**src/rtl/spi_target_pkg.sv**
```systemverilog
`default_nettype none
// ============================================================================
// Module   : spi_target_pkg
// Purpose  : Shared state encoding and command-word layout for spi_reg_target.
// Revision : 1.0 - initial release
// ============================================================================
package spi_target_pkg;

  typedef enum logic [2:0] {
    IDLE    = 3'd0,
    CMD     = 3'd1,
    RD_LOAD = 3'd2,
    RD_DATA = 3'd3,
    WR_DATA = 3'd4,
    DONE    = 3'd5
  } state_e;

  localparam int CMD_RW_BIT = 15;
  localparam int CMD_BITS   = 16;

endpackage
`default_nettype wire

```
**src/rtl/spi_sync_edge.sv**
```systemverilog
`default_nettype none
// ============================================================================
// Module   : spi_sync_edge
// Purpose  : N-stage synchronizer with single-cycle rise/fall pulses.
// Revision : 1.0 - initial release
// ============================================================================
module spi_sync_edge #(
  parameter int   STAGES    = 2,
  parameter logic RESET_VAL = 1'b0
) (
  input  logic clk,
  input  logic reset_n,
  input  logic d,
  output logic sync,
  output logic rise,
  output logic fall
);

  logic [STAGES-1:0] sync_q, sync_d;
  logic              prev_q, prev_d;

  always_comb begin
    sync_d = {sync_q[STAGES-2:0], d};
    prev_d = sync_q[STAGES-1];
  end

  // Reset to the idle level so leaving reset never fakes an edge
  always_ff @(posedge clk or negedge reset_n) begin
    if (!reset_n) begin
      sync_q <= {STAGES{RESET_VAL}};
      prev_q <= RESET_VAL;
    end else begin
      sync_q <= sync_d;
      prev_q <= prev_d;
    end
  end

  assign sync = sync_q[STAGES-1];
  assign rise = sync & ~prev_q;
  assign fall = ~sync & prev_q;

endmodule
`default_nettype wire

```
**src/rtl/spi_reg_target.sv**
```systemverilog
`default_nettype none
// ============================================================================
// Module   : spi_reg_target
// Purpose  : Mode-0 SPI target bridging a 16-bit command + data frame onto the
//            register bus. Optional SPI_TARGET_FRAME_ERR_EN adds frame_error.
// Revision : 1.0 - initial release
// ============================================================================
module spi_reg_target
  import spi_target_pkg::*;
#(
  parameter int ADDR_W      = 15,
  parameter int DATA_W      = 16,
  parameter int SYNC_STAGES = 2
) (
  input  logic              clk,
  input  logic              reset_n,
  input  logic              spi_sclk,
  input  logic              spi_cs_n,
  input  logic              spi_mosi,
  output logic              spi_miso,
  output logic              spi_miso_oe,
  output logic [ADDR_W-1:0] address,
  output logic [DATA_W-1:0] data_out,
  input  logic [DATA_W-1:0] data_in,
  output logic              read,
  output logic              write
`ifdef SPI_TARGET_FRAME_ERR_EN
  ,
  output logic              frame_error
`endif
);

  localparam int         RX_W         = (DATA_W > CMD_BITS) ? DATA_W : CMD_BITS;
  localparam logic [4:0] c_cmd_last   = 5'(CMD_BITS - 1);
  localparam logic [4:0] c_frame_last = 5'(CMD_BITS + DATA_W - 1);

  logic sclk_level_unused, sclk_rise, sclk_fall;
  logic cs_n_s, cs_rise, cs_fall;
  logic mosi_s;

  spi_sync_edge #(.STAGES(SYNC_STAGES), .RESET_VAL(1'b0)) u_sclk_sync (
    .clk(clk), .reset_n(reset_n), .d(spi_sclk),
    .sync(sclk_level_unused), .rise(sclk_rise), .fall(sclk_fall)
  );

  spi_sync_edge #(.STAGES(SYNC_STAGES), .RESET_VAL(1'b1)) u_cs_sync (
    .clk(clk), .reset_n(reset_n), .d(spi_cs_n),
    .sync(cs_n_s), .rise(cs_rise), .fall(cs_fall)
  );

  logic [SYNC_STAGES-1:0] mosi_sync_q, mosi_sync_d;
  state_e                 state_q, state_d;
  logic [4:0]             bit_cnt_q, bit_cnt_d;
  logic [RX_W-1:0]        rx_q, rx_d, rx_shifted;
  logic [DATA_W-1:0]      tx_q, tx_d;
  logic                   miso_q, miso_d;
  logic                   oe_q, oe_d;
  logic [ADDR_W-1:0]      addr_q, addr_d;
  logic [DATA_W-1:0]      dout_q, dout_d;
  logic                   read_q, read_d;
  logic                   write_q, write_d;
  logic                   ferr_q, ferr_d;

  assign mosi_s     = mosi_sync_q[SYNC_STAGES-1];
  assign rx_shifted = {rx_q[RX_W-2:0], mosi_s};

  always_comb begin
    mosi_sync_d = {mosi_sync_q[SYNC_STAGES-2:0], spi_mosi};
    state_d     = state_q;
    bit_cnt_d   = bit_cnt_q;
    rx_d        = rx_q;
    tx_d        = tx_q;
    miso_d      = miso_q;
    oe_d        = ~cs_n_s;
    addr_d      = addr_q;
    dout_d      = dout_q;
    read_d      = 1'b0;
    write_d     = 1'b0;
    ferr_d      = ferr_q;

    case (state_q)
      IDLE: begin
        miso_d = 1'b0;
        if (cs_fall) begin
          bit_cnt_d = '0;
          state_d   = CMD;
        end
      end
      CMD: begin
        miso_d = 1'b0;
        if (sclk_rise) begin
          rx_d      = rx_shifted;
          bit_cnt_d = bit_cnt_q + 5'd1;
          if (bit_cnt_q == c_cmd_last) begin
            addr_d = rx_shifted[ADDR_W-1:0];
            if (rx_shifted[CMD_RW_BIT]) begin
              read_d  = 1'b1;
              state_d = RD_LOAD;
            end else begin
              state_d = WR_DATA;
            end
          end
        end
      end
      // Wait out the strobe cycle so data_in is taken one clk after read
      RD_LOAD: begin
        if (!read_q) begin
          tx_d    = data_in;
          state_d = RD_DATA;
        end
      end
      RD_DATA: begin
        if (sclk_fall) begin
          miso_d = tx_q[DATA_W-1];
          tx_d   = {tx_q[DATA_W-2:0], 1'b0};
        end
        if (sclk_rise) begin
          bit_cnt_d = bit_cnt_q + 5'd1;
          if (bit_cnt_q == c_frame_last) state_d = DONE;
        end
      end
      WR_DATA: begin
        if (sclk_rise) begin
          rx_d      = rx_shifted;
          bit_cnt_d = bit_cnt_q + 5'd1;
          if (bit_cnt_q == c_frame_last) begin
            dout_d  = rx_shifted[DATA_W-1:0];
            write_d = 1'b1;
            state_d = DONE;
          end
        end
      end
      DONE: begin
        miso_d = 1'b0;
      end
      default: begin
        state_d = IDLE;
      end
    endcase

    // Deselect wins over everything and ends the frame
    if (cs_rise) begin
      state_d = IDLE;
      read_d  = 1'b0;
      write_d = 1'b0;
      miso_d  = 1'b0;
`ifdef SPI_TARGET_FRAME_ERR_EN
      if (state_q inside {CMD, RD_LOAD, RD_DATA, WR_DATA}) ferr_d = 1'b1;
      else if (state_q == DONE)                              ferr_d = 1'b0;
`endif
    end
  end

  always_ff @(posedge clk or negedge reset_n) begin
    if (!reset_n) begin
      mosi_sync_q <= '0;
      state_q     <= IDLE;
      bit_cnt_q   <= '0;
      rx_q        <= '0;
      tx_q        <= '0;
      miso_q      <= 1'b0;
      oe_q        <= 1'b0;
      addr_q      <= '0;
      dout_q      <= '0;
      read_q      <= 1'b0;
      write_q     <= 1'b0;
      ferr_q      <= 1'b0;
    end else begin
      mosi_sync_q <= mosi_sync_d;
      state_q     <= state_d;
      bit_cnt_q   <= bit_cnt_d;
      rx_q        <= rx_d;
      tx_q        <= tx_d;
      miso_q      <= miso_d;
      oe_q        <= oe_d;
      addr_q      <= addr_d;
      dout_q      <= dout_d;
      read_q      <= read_d;
      write_q     <= write_d;
      ferr_q      <= ferr_d;
    end
  end

  assign spi_miso    = miso_q;
  assign spi_miso_oe = oe_q;
  assign address     = addr_q;
  assign data_out    = dout_q;
  assign read        = read_q;
  assign write       = write_q;
`ifdef SPI_TARGET_FRAME_ERR_EN
  assign frame_error = ferr_q;
`else
  logic ferr_unused;
  assign ferr_unused = ferr_q;
`endif

endmodule
`default_nettype wire

```
**config.mk**
```make
export PLATFORM = sky130hd
export DESIGN_NAME = spi_reg_target
export DESIGN_NICKNAME = d
export VERILOG_FILES = /design/src/rtl/spi_target_pkg.sv /design/src/rtl/spi_sync_edge.sv /design/src/rtl/spi_reg_target.sv
export SDC_FILE = /design/constraint.sdc
export NUM_CORES = 1
export LEC_CHECK = 0
export ABC_AREA = 1
export CAP_MARGIN = 30
export CORE_MARGIN = 2
export CORE_UTILIZATION = 31
export DETAILED_ROUTE_END_ITERATION = 10
export PLACE_DENSITY = 0.59
export SLEW_MARGIN = 20
export SYNTH_ARGS = -nofsm -noshare
export SYNTH_HDL_FRONTEND = slang
export SYNTH_SLANG_ARGS = --single-unit
```
**constraint.sdc**
```tcl
create_clock -name clk -period 3.65 [get_ports clk]
set_input_delay 0.5475 -clock clk [delete_from_list [all_inputs] [get_ports clk]]
set_output_delay 0.5475 -clock clk [all_outputs]
set_load 0.03 [all_outputs]
```
### Word level (Yosys, flattened, before mapping)

Index checks and enable logic that the tools add are counted.

| operators by class | value |
|---|---|
| multiply operators | 0 |
| shifts and indexed selects | 0 |
| div/mod/pow operators | 0 |
| multiplexer cells | 27 |
| reductions and logical operators | 15 |
| $add $sub $neg | 1 |
| order comparisons | 0 |
| bitwise gates (word level) | 8 |
| eq/ne operators | 19 |

Operators by type and width:

| cell | count |
|---|---|
| two-way mux 16 bit | 2 |
| case mux 16 bit (2 select lines) | 1 |
| two-way mux 3 bit | 8 |
| inequality test 3 bit, second input constant | 5 |
| case mux 3 bit (5 select lines) | 1 |
| AND reduction 3 bit | 4 |
| two-way mux 1 bit | 11 |
| two-way mux 5 bit | 2 |
| case mux 5 bit (2 select lines) | 1 |
| inequality test 2 bit, second input constant | 4 |
| AND reduction 7 bit | 1 |
| == test 3 x 2 -> 1 bit, second input constant | 2 |
| == test 3 bit, second input constant | 2 |
| inequality test 3 x 1 -> 1 bit, second input constant | 2 |
| OR reduction 3 bit | 2 |
| adder 5 x 1 -> 5 bit, second input constant | 1 |
| == test 5 x 4 -> 1 bit, second input constant | 1 |
| == test 5 bit, second input constant | 1 |
| bitwise AND 1 bit | 4 |
| inverter 1 bit | 4 |
| AND reduction 2 bit | 2 |
| nonzero test 2 bit | 2 |
| OR reduction 2 bit | 2 |
| == test 3 x 1 -> 1 bit, second input constant | 1 |
| other kinds (4) | 4 |

| word-level totals | value |
|---|---|
| memories kept | 0 |
| input port bits | 21 |
| bits in latches | 0 |
| bits in read-only memories | 0 |
| register bits | 82 |
| RAM bits | 0 |

### Longest topological paths before layout

Gate-level depths: netlist of the first run.

| logic depth | value |
|---|---|
| depth in word-level cells | 5 |
| mapped depth | 11 |
| mapped depth without buffers | 11 |

### Modules after synthesis

From an unflattened synthesis of the first run, not the netlist that was laid out.

| second synthesis, totals | value |
|---|---|
| cells, all modules | 386 |
| area total of the unflattened synthesis | 3,494.6 um^2 |

Modules (own cells, without submodules):

| module | cells an instance | area each (um^2) | sequential area each (um^2) | times used |
|---|---|---|---|---|
| spi_reg_target | 372 | 3,310.7 | 1,901.8 | 1 |
| spi_sync_edge (u_cs_sync) | 7 | 93.8 | 78.8 | 1 |
| spi_sync_edge (u_sclk_sync) | 7 | 90.1 | 75.1 | 1 |

### Least setup slack after synthesis of the first run

OpenSTA, ideal clock, no wires.

| timing path | value |
|---|---|
| path kind | flip-flop to flip-flop |
| start | register bit_cnt_q[0] |
| end | register dout_q[0], in the netlist data_out[0] |
| period minus slack after synthesis | 1,607 ps |
| library setup time | 121 ps |
| arrival | 1,486 ps |
| data required time | 3,529 ps |
| path slack | 2,043 ps |
| stages on the path, launching flop included | 9 |
| path buffers | 1 |
| cells stage by stage | dfrtp_1 ha_1 nand2_1 nor2_1 ha_1 inv_1 nor3_4 buf_4 a21oi_2 |

| on the way | value |
|---|---|
| word-level cells in the longest chain between the ends | 2 |

RTL lines:

| what | RTL line | RTL |
|---|---|---|
| start: declaration | spi_reg_target.sv:53 | `logic [4:0] bit_cnt_q, bit_cnt_d;` |
| start signal: assignment | spi_reg_target.sv:171 | `bit_cnt_q <= bit_cnt_d;` |
| == test 5 bit | spi_reg_target.sv:126 | `if (bit_cnt_q == c_frame_last) begin` |
| AND reduction 3 bit (no source line) | - |  |
| end signal: assignment | spi_reg_target.sv:177 | `dout_q <= dout_d;` |
| end: declaration | spi_reg_target.sv:59 | `logic [DATA_W-1:0] dout_q, dout_d;` |

Every way passes these cells.
A chain may end at the register's enable or synchronous reset.

### Worst setup path in the final report of the first run

| timing path | value |
|---|---|
| start | register bit_cnt_q[0] |
| end | register addr_q[6], in the netlist address[6] |

| on the way | value |
|---|---|
| word-level cells in the longest chain between the ends | 2 |

RTL lines:

| what | RTL line | RTL |
|---|---|---|
| == test 5 x 4 -> 1 bit | spi_reg_target.sv:94 | `if (bit_cnt_q == c_cmd_last) begin` |
| AND reduction 3 bit (no source line) | - |  |
| end signal: assignment | spi_reg_target.sv:176 | `addr_q <= addr_d;` |
| end: declaration | spi_reg_target.sv:58 | `logic [ADDR_W-1:0] addr_q, addr_d;` |

Every way passes these cells.

==> impl_metrics.py, run 1 <==
metrics = {
    "floorplanning": {
        "starting_density_of_the_core": 0.3211,
        "floorplan.die.width_um": 110.7,
        "count_of_pins_on_the_block_boundary": 56,
        "die_y_um": 110.7,
        "coreArea_um2": 10980,
        "die_area_um2": 12250,
        "core.rowCount": 38,
    },
    "place": {
        "placement.io_buffers": 55,
        "place_hpwl_um": 4549,
        "dpl_cell_area_um2": 4161,
        "gpl.final_weighted_congestion": 0.7925,
    },
    "drt": {
        "firstDrtPassIters": 4,
        "drt_wl_total_um": 6549,
        "number_of_routed_nets_with_antenna_violations": 0,
        "vias": 2539,
        "avgRoutedWirePerCell_um": 11.33,
        "detail_route.vias_per_cell": 4.393,
        "drcViolationCount": 0,
        "drt_iter0_drc": 111,
    },
    "logic_synthesis": {
        "synthArstFlopShare": 1.000,
        "yosysSeqAreaShare": 0.5828,
        "synth_largest_type_area_fraction": 0.5605,
        "synth.ff_latch_count": 82,
        "post_synth_instance_area_um2": 3527,
        "synth_warnings": 0,
        "average_size_of_a_mapped_cell_um2": 9.233,
        "postSynth.topFlopCell": "sky130_fd_sc_hd__dfrtp_1",
        "most_frequent_cells_after_synthesis": "sky130_fd_sc_hd__nand2_1, sky130_fd_sc_hd__dfrtp_1, sky130_fd_sc_hd__o21ai_0, sky130_fd_sc_hd__inv_1, sky130_fd_sc_hd__nor2_1",
        "cells_after_synthesis": 382,
        "ys_top_cells_by_area": "sky130_fd_sc_hd__dfrtp_1, sky130_fd_sc_hd__nand2_1, sky130_fd_sc_hd__o21ai_0, sky130_fd_sc_hd__inv_1, sky130_fd_sc_hd__a21oi_2",
        "synth_nets": 408,
        "synth.lib_cells_used.distinct": 29,
        "yosys.area.top_type": "sky130_fd_sc_hd__dfrtp_1",
        "number_of_synthesized_flops_with_an_enable_pin": 0,
        "synth_most_common_cell": "sky130_fd_sc_hd__nand2_1",
    },
    "clock_network": {
        "htree_num_levels": 3,
        "total_number_of_clock_tree_sinks": 82,
        "cts_inserted_buffers": 9,
        "clk_latency_ns": 0.33,
        "cts.root.buffer_cell": "sky130_fd_sc_hd__clkbuf_16",
        "cts_tree": "built",
        "post_cts_hold_buffer_count": 0,
        "cts_resized": 0,
        "cts.path.max_buffers": 2,
        "clk_pin_slew_ns": 0.06,
        "postCtsSetupBuffers": 0,
    },
    "sta": {
        "timing.setup.tns_ns": 0,
        "hold-worst-slack_ns": 0.1240,
        "final-setup-viol-count": 0,
        "post-route-period-util": 0.5720,
        "final-hold-violation-count": 0,
        "worst_slew_margin_rel": 0.4537,
        "final_max_slew_violation_count": 0,
        "worst-slew-pin-transition_ns": 0.8175,
        "fin_crit_ns": 2.088,
        "clock.fmax_mhz": 479.0,
        "setup_repair_after_global_routing_missed_its_margin": "false",
        "fin_worst_skew_ns": 0.007185,
    },
    "finish": {
        "layout-area-overhead-vs-synth_pct": 26.57,
        "antenna_cells_inserted": 0,
        "n_fill_cell": 1100,
        "final_nets": 459,
        "layout-drive-gt1-share": 0.1027,
        "design_area_final_um2": 4464,
        "multi_input_gate_area_um2": 1186,
        "regArea_um2": 2056,
    },
    "global_route": {
        "grt_overflow": 0,
        "largest_net_degree_at_the_start_of_global_routing": 58,
        "grt_pass1_wl_um": 11520,
        "vias_in_the_first_global_route": 2460,
        "antenna_found_initial": 0,
        "globalRouteTotalUtil": 0.1140,
    },
    "critical_path": {
        "crit_slowest_cell": "sky130_fd_sc_hd__nand2_1",
        "crit_arrival_ns": 2.31,
        "critPathMostFrequentCell": "sky130_fd_sc_hd__nand2_1",
        "cp_slowest_stage_delay_ns": 0.49,
        "worst-endpoint-required_ns": 3.88,
        "maximum_net_fanout_on_the_critical_path": 30,
        "worst-setup-path-type": "flip-flop to flip-flop",
        "timing.critical_path.to_type": "flip-flop",
        "crit_path_start_kind": "flip-flop",
        "path_cells": "ha_1 > nand2_1 > nor2_1 > ha_1 > nand2_1 > nor2_1 > nand2_1 > o21ai_0",
    },
    "job": {
        "cap_viol_max_count": 0,
    },
    "min_path": {
        "hold_class": "primary input to async pin",
    },
    "pwr": {
        "static-leakage-power_nw": 2.064,
        "vdd_drop_max_v": 0.0002498,
        "power.density_nw_per_um2": 511.4,
    },
    "outcome": {
        "status": "completed",
    },
}
==> cell type report <==
class                      instances  area share
multi-input combinational        240      0.2657
clock buffer                      10     0.05129
timing repair buffer              57      0.1306
tap                              140     0.03924
sequential                        82      0.4605
inverter                          43     0.03615
clock inverter                     6     0.01654
==> final timing paths <==
path | from | endpoint | slack, ns | cells past startpoint
max reg2reg | bit_cnt_q[0]$_DFFE_PN0P_ | address[6]$_DFFE_PN0P_ | 1.56 | 8
min reg2reg | u_sclk_sync.sync_q[0]$_DFF_PN0_ | u_sclk_sync.sync_q[1]$_DFF_PN0_ | 0.35 | 0
max | bit_cnt_q[0]$_DFFE_PN0P_ | address[6]$_DFFE_PN0P_ | 1.56 | 8
min in group clk | u_sclk_sync.sync_q[0]$_DFF_PN0_ | u_sclk_sync.sync_q[1]$_DFF_PN0_ | 0.35 | 0
max in group asynchronous | reset_n | u_sclk_sync.prev_q$_DFF_PN0_ | 2.95 | 2
min | reset_n | rx_q[5]$_DFFE_PN0P_ | 0.12 | 1
==> metal layers <==
layer	wire, um	track usage	up-vias
li1	-	-	1316
met1	3232	0.1488	1177
met2	2987	0.1828	38
met3	252	0.03445	8
met4	76	0.03500	0
met5	0	0	-
==> metrics by stage <==
stage	setup WS, ns	instances	power (mW)	utilization
floorplan	2.043	382	1.300	-
global placement	1.643	561	1.382	0.3764
detailed placement	1.523	562	1.392	0.3789
CTS	1.499	578	2.309	0.4065
global route	1.173	578	2.412	0.4065
finish	1.562	578	2.283	0.4065
==> cell families (layout without fill, tap and decap cells) <==
group,Yosys count,after routing,synth area share
simple gates,145,145,0.1752
flops,82,82,0.5828
buf+inv,60,116,0.08088
compound gates,89,89,0.1408
xor+xnor,1,1,0.002484
fa+ha+maj,5,5,0.01774
==> cell usage in the layout, fill, tap and decap left out, types with 2 or more instances in the layout <==
cell type / synthesis / final
sky130_fd_sc_hd__nand2_2: 3 / 3
sky130_fd_sc_hd__buf_4: 1 / 2
sky130_fd_sc_hd__o21ai_1: 16 / 16
sky130_fd_sc_hd__clkbuf_16: 0 / 9
sky130_fd_sc_hd__nor2_4: 2 / 2
sky130_fd_sc_hd__a21oi_1: 4 / 4
sky130_fd_sc_hd__dfrtp_1: 79 / 79
sky130_fd_sc_hd__clkinvlp_4: 0 / 2
sky130_fd_sc_hd__ha_1: 5 / 5
sky130_fd_sc_hd__inv_1: 42 / 42
sky130_fd_sc_hd__dfstp_2: 3 / 3
sky130_fd_sc_hd__o21ai_0: 55 / 55
sky130_fd_sc_hd__nor3_1: 2 / 2
sky130_fd_sc_hd__nand2_1: 95 / 95
sky130_fd_sc_hd__nand3_1: 10 / 10
sky130_fd_sc_hd__nor2_1: 26 / 26
sky130_fd_sc_hd__a21oi_2: 13 / 13
sky130_fd_sc_hd__clkdlybuf4s50_1: 0 / 54
==> worst max-delay path: cells and delay by family, from the launching register on <==
family / cells / cell delay [ns]
flip-flops: 1 / 0.38
AND/OR/NAND/NOR: 5 / 0.89
adder cells (fa/ha/maj): 2 / 0.33
AO/OA/AOI/OAI: 1 / 0.38
==> flip-flops by register name (all words and copies together), names as in the netlist <==
register / count
data_out: 16
u_cs_sync.sync_q: 2
write: 1
spi_miso_oe: 1
state_q: 3
u_cs_sync.prev_q: 1
address: 15
spi_miso: 1
u_sclk_sync.sync_q: 2
mosi_sync_q: 2
bit_cnt_q: 5
tx_q: 16
read: 1
rx_q: 15
u_sclk_sync.prev_q: 1
==> report_power, final <==
part | internal [mW] | switching [mW]
registers | 0.972 | 0.0551
logic | 0.119 | 0.226
clock network | 0.538 | 0.373
(Power assumes the default switching activity.)
==> run 2, diff against run 1 <==
--- a/config.mk
+++ b/config.mk
@@ -10,7 +10,7 @@
 export CORE_MARGIN = 2
 export CORE_UTILIZATION = 31
 export DETAILED_ROUTE_END_ITERATION = 10
-export PLACE_DENSITY = 0.59
+export PLACE_DENSITY = 0.61
 export SLEW_MARGIN = 20
 export SYNTH_ARGS = -nofsm -noshare
 export SYNTH_HDL_FRONTEND = slang
==> constraint.sdc (replaced) <==
create_clock -name clk -period 1.7 [get_ports clk]
set_input_delay 0.255 -clock clk [delete_from_list [all_inputs] [get_ports clk]]
set_output_delay 0.255 -clock clk [all_outputs]
set_load 0.03 [all_outputs]
==> run 2 against run 1 <==
  * Power is 110% higher
  * Hold slack better by 0.23 ns
  * Die area unchanged
  * Sequential power rose by 110%
  * Register-to-register slack worse by 1.6 ns
  * Maximum frequency grew 18%
  * First-iteration DRC count up 23%
  * Design area rose by 7.8%
  * The run now ends with setup timing left
  * Sequential share of layout area down 3.3 points
  * Critical path depth grew 2
==> impl_metrics.py, run 2 (synthesis gave the netlist of run 1 again) <==
metrics = {
    "drt": {
        "drt_iter0_drc": 136,
        "detail_route.vias_per_cell": 4.589,
        "firstDrtPassIters": 4,
        "number_of_routed_nets_with_antenna_violations": 0,
        "avgRoutedWirePerCell_um": 12.77,
        "drcViolationCount": 0,
        "drt_wl_total_um": 7549,
        "vias": 2712,
    },
    "sta": {
        "final.setup.worst_slack_ns": -0.06339,
        "clock.fmax_mhz": 567.1,
        "fin_crit_ns": 1.763,
        "final-hold-violation-count": 0,
        "fin_worst_skew_ns": 0.01014,
        "post-route-period-util": 1.037,
        "final_max_slew_violation_count": 0,
        "worst-slew-pin-transition_ns": 0.3697,
        "setup_repair_after_global_routing_missed_its_margin": "true",
        "final-setup-viol-count": 19,
        "worst_slew_margin_rel": 0.7512,
    },
    "finish": {
        "layout-drive-gt1-share": 0.2062,
        "antenna_cells_inserted": 0,
        "layout-area-overhead-vs-synth_pct": 36.47,
        "final_nets": 472,
        "most-common-layout-cells": "sky130_fd_sc_hd__dfrtp_1, sky130_fd_sc_hd__nand2_1, sky130_fd_sc_hd__clkdlybuf4s50_1, sky130_fd_sc_hd__inv_1, sky130_fd_sc_hd__o21ai_0",
        "mostFrequentLayoutCell": "sky130_fd_sc_hd__dfrtp_1",
        "fin_cells": 591,
    },
    "pwr": {
        "vdd_drop_max_v": 0.0004205,
        "cell_internal_pwr_mw": 3.360,
        "power_switching_mw": 1.455,
        "power.clock.fraction": 0.375,
        "portion_of_total_power_attributed_to_sequential_cells": 0.458,
        "power.density_nw_per_um2": 1000,
        "static-leakage-power_nw": 2.284,
        "swShare": 0.3022,
        "power_mw": 4.815,
        "power_frac_comb": 0.166,
    },
    "floorplanning": {
        "core.rowCount": 38,
        "coreArea_um2": 10980,
        "count_of_pins_on_the_block_boundary": 56,
        "starting_density_of_the_core": 0.3211,
        "floorplan.die.width_um": 110.7,
        "die_area_um2": 12250,
        "die_y_um": 110.7,
    },
    "place": {
        "place_hpwl_um": 4643,
        "post-place-cells": 567,
        "placement.io_buffers": 55,
        "placement.setup.worst_slack_ns": 0.00004019,
        "gpl.final_weighted_congestion": 0.7553,
    },
    "critical_path": {
        "worst-endpoint-required_ns": 1.96,
        "crit_path_start_kind": "flip-flop",
        "rr_worst_depth": 10,
        "critPathLaunch": "bit_cnt_q[0]$_DFFE_PN0P_",
        "critPathMostFrequentCell": "sky130_fd_sc_hd__nor2_4",
        "r2r-start": "bit_cnt_q[0]$_DFFE_PN0P_",
        "rr_endpoint": "data_out[7]$_DFFE_PN0P_",
        "cp_slowest_stage_delay_ns": 0.38,
        "timing.critical_path.to_type": "flip-flop",
        "crit_slowest_cell": "sky130_fd_sc_hd__dfrtp_1",
        "crit_arrival_ns": 2.03,
        "critical_path.endpoint": "data_out[7]$_DFFE_PN0P_",
        "path_cells": "ha_2 > nand2_2 > nor2_4 > ha_4 > inv_4 > nor3_4 > buf_6 > clkbuf_16 > nor2_4 > a21oi_2",
        "regToRegSetupSlack_ns": -0.06,
        "maximum_net_fanout_on_the_critical_path": 8,
        "worst-setup-path-type": "flip-flop to flip-flop",
    },
    "global_route": {
        "largest_net_degree_at_the_start_of_global_routing": 59,
        "grt_pass1_wl_um": 11760,
        "antenna_found_initial": 0,
        "vias_in_the_first_global_route": 2570,
        "grt_overflow": 0,
        "globalRouteTotalUtil": 0.1161,
    },
    "clock_network": {
        "cts_tree": "built",
        "clk_latency_ns": 0.33,
        "cts.root.buffer_cell": "sky130_fd_sc_hd__clkbuf_16",
        "cts.path.max_buffers": 2,
        "total_number_of_clock_tree_sinks": 82,
        "cts_inserted_buffers": 9,
        "clk_pin_slew_ns": 0.06,
        "htree_num_levels": 3,
    },
    "min_path": {
        "hp-start": "spi_cs_n",
        "hold_class": "primary input to flip-flop",
    },
    "job": {
        "cap_viol_max_count": 0,
    },
    "outcome": {
        "violations": "setup timing",
        "status": "finished, violations left",
    },
}
[run 2: cell count changes in the layout (fill, tap and decap cells not counted), sizes merged, moves of 3 or more]
cell,previous run,this run
clkbuf,10,13
dlymetal6s2s,0,5
buf,3,12
clkdlybuf4s50,54,49
[run 2: worst max-delay path, delay by kind of cell (launching register included)]
kind | cells | cell delay, ns
buffers and inverters | 3 | 0.36
adder cells (fa/ha/maj) | 2 | 0.35
AND/OR/NAND/NOR | 4 | 0.50
flip-flops | 1 | 0.38
AO/OA/AOI/OAI | 1 | 0.09
[run 2: timing repair]
action | in CTS | in global routing
resized for setup | 1 | 69
cloned | 0 | 5
pin swaps | 0 | 17
setup buffers | 0 | 2
setup endpoints to repair | 31 | 34
hold buffers | 1 | 0
hold endpoints to repair | 21 | 0
[run 2: worst min path at each step]
stage,endpoint,cells past startpoint
after floorplan,address[0]$_DFFE_PN0P_,0
after global placement,address[6]$_DFFE_PN0P_,1
after detailed placement,address[6]$_DFFE_PN0P_,1
after CTS,u_cs_sync.sync_q[0]$_DFF_PN1_,1
after global routing,u_cs_sync.sync_q[0]$_DFF_PN1_,1
final,u_cs_sync.sync_q[0]$_DFF_PN1_,1
[run 2: metrics by stage]
stage,instance area (um^2),setup TNS [ns],hold WS [ns],util
floorplan,3527,0,-0.04059,-
global placement,4229,0,0.1839,0.3851
detailed placement,4229,0,0.1880,0.3851
CTS,4519,0,0.3574,0.4115
global route,4813,-3.175,0.3599,0.4383
finish,4813,-0.3875,0.3507,0.4383
[run 2: final cells by class]
type                    instances  area (um^2)
clock inverters                 6        48.80
clock buffers                  10        229.0
fillers                      1070         6170
repair buffers                 70        798.3
multi-input cells             240         1343
flip-flops and latches         82         2056
inverters                      43        163.9
well taps                     140        175.2
[run 2: per-layer routing]
metal | up-vias | wire (um) | global-route usage
met1 | 1307 | 3541 | 0.1470
met3 | 6 | 308 | 0.02788
met2 | 58 | 3616 | 0.1865
met4 | 0 | 83 | 0.05667
met5 | - | 0 | 0
li1 | 1341 | - | -
[run 2: power by group through the flow]
| stage | Sequential [mW] | Clock (mW) | Combinational, mW |
|---|---|---|---|
| 2_1_floorplan | 2.20 | 0 | 0.594 |
| 3_3_place_gp | 2.24 | 0 | 0.741 |
| 3_5_place_dp | 2.24 | 0 | 0.757 |
| 4_1_cts | 2.20 | 1.85 | 0.761 |
| 5_1_grt | 2.23 | 1.94 | 0.926 |
| 6_report | 2.21 | 1.81 | 0.801 |
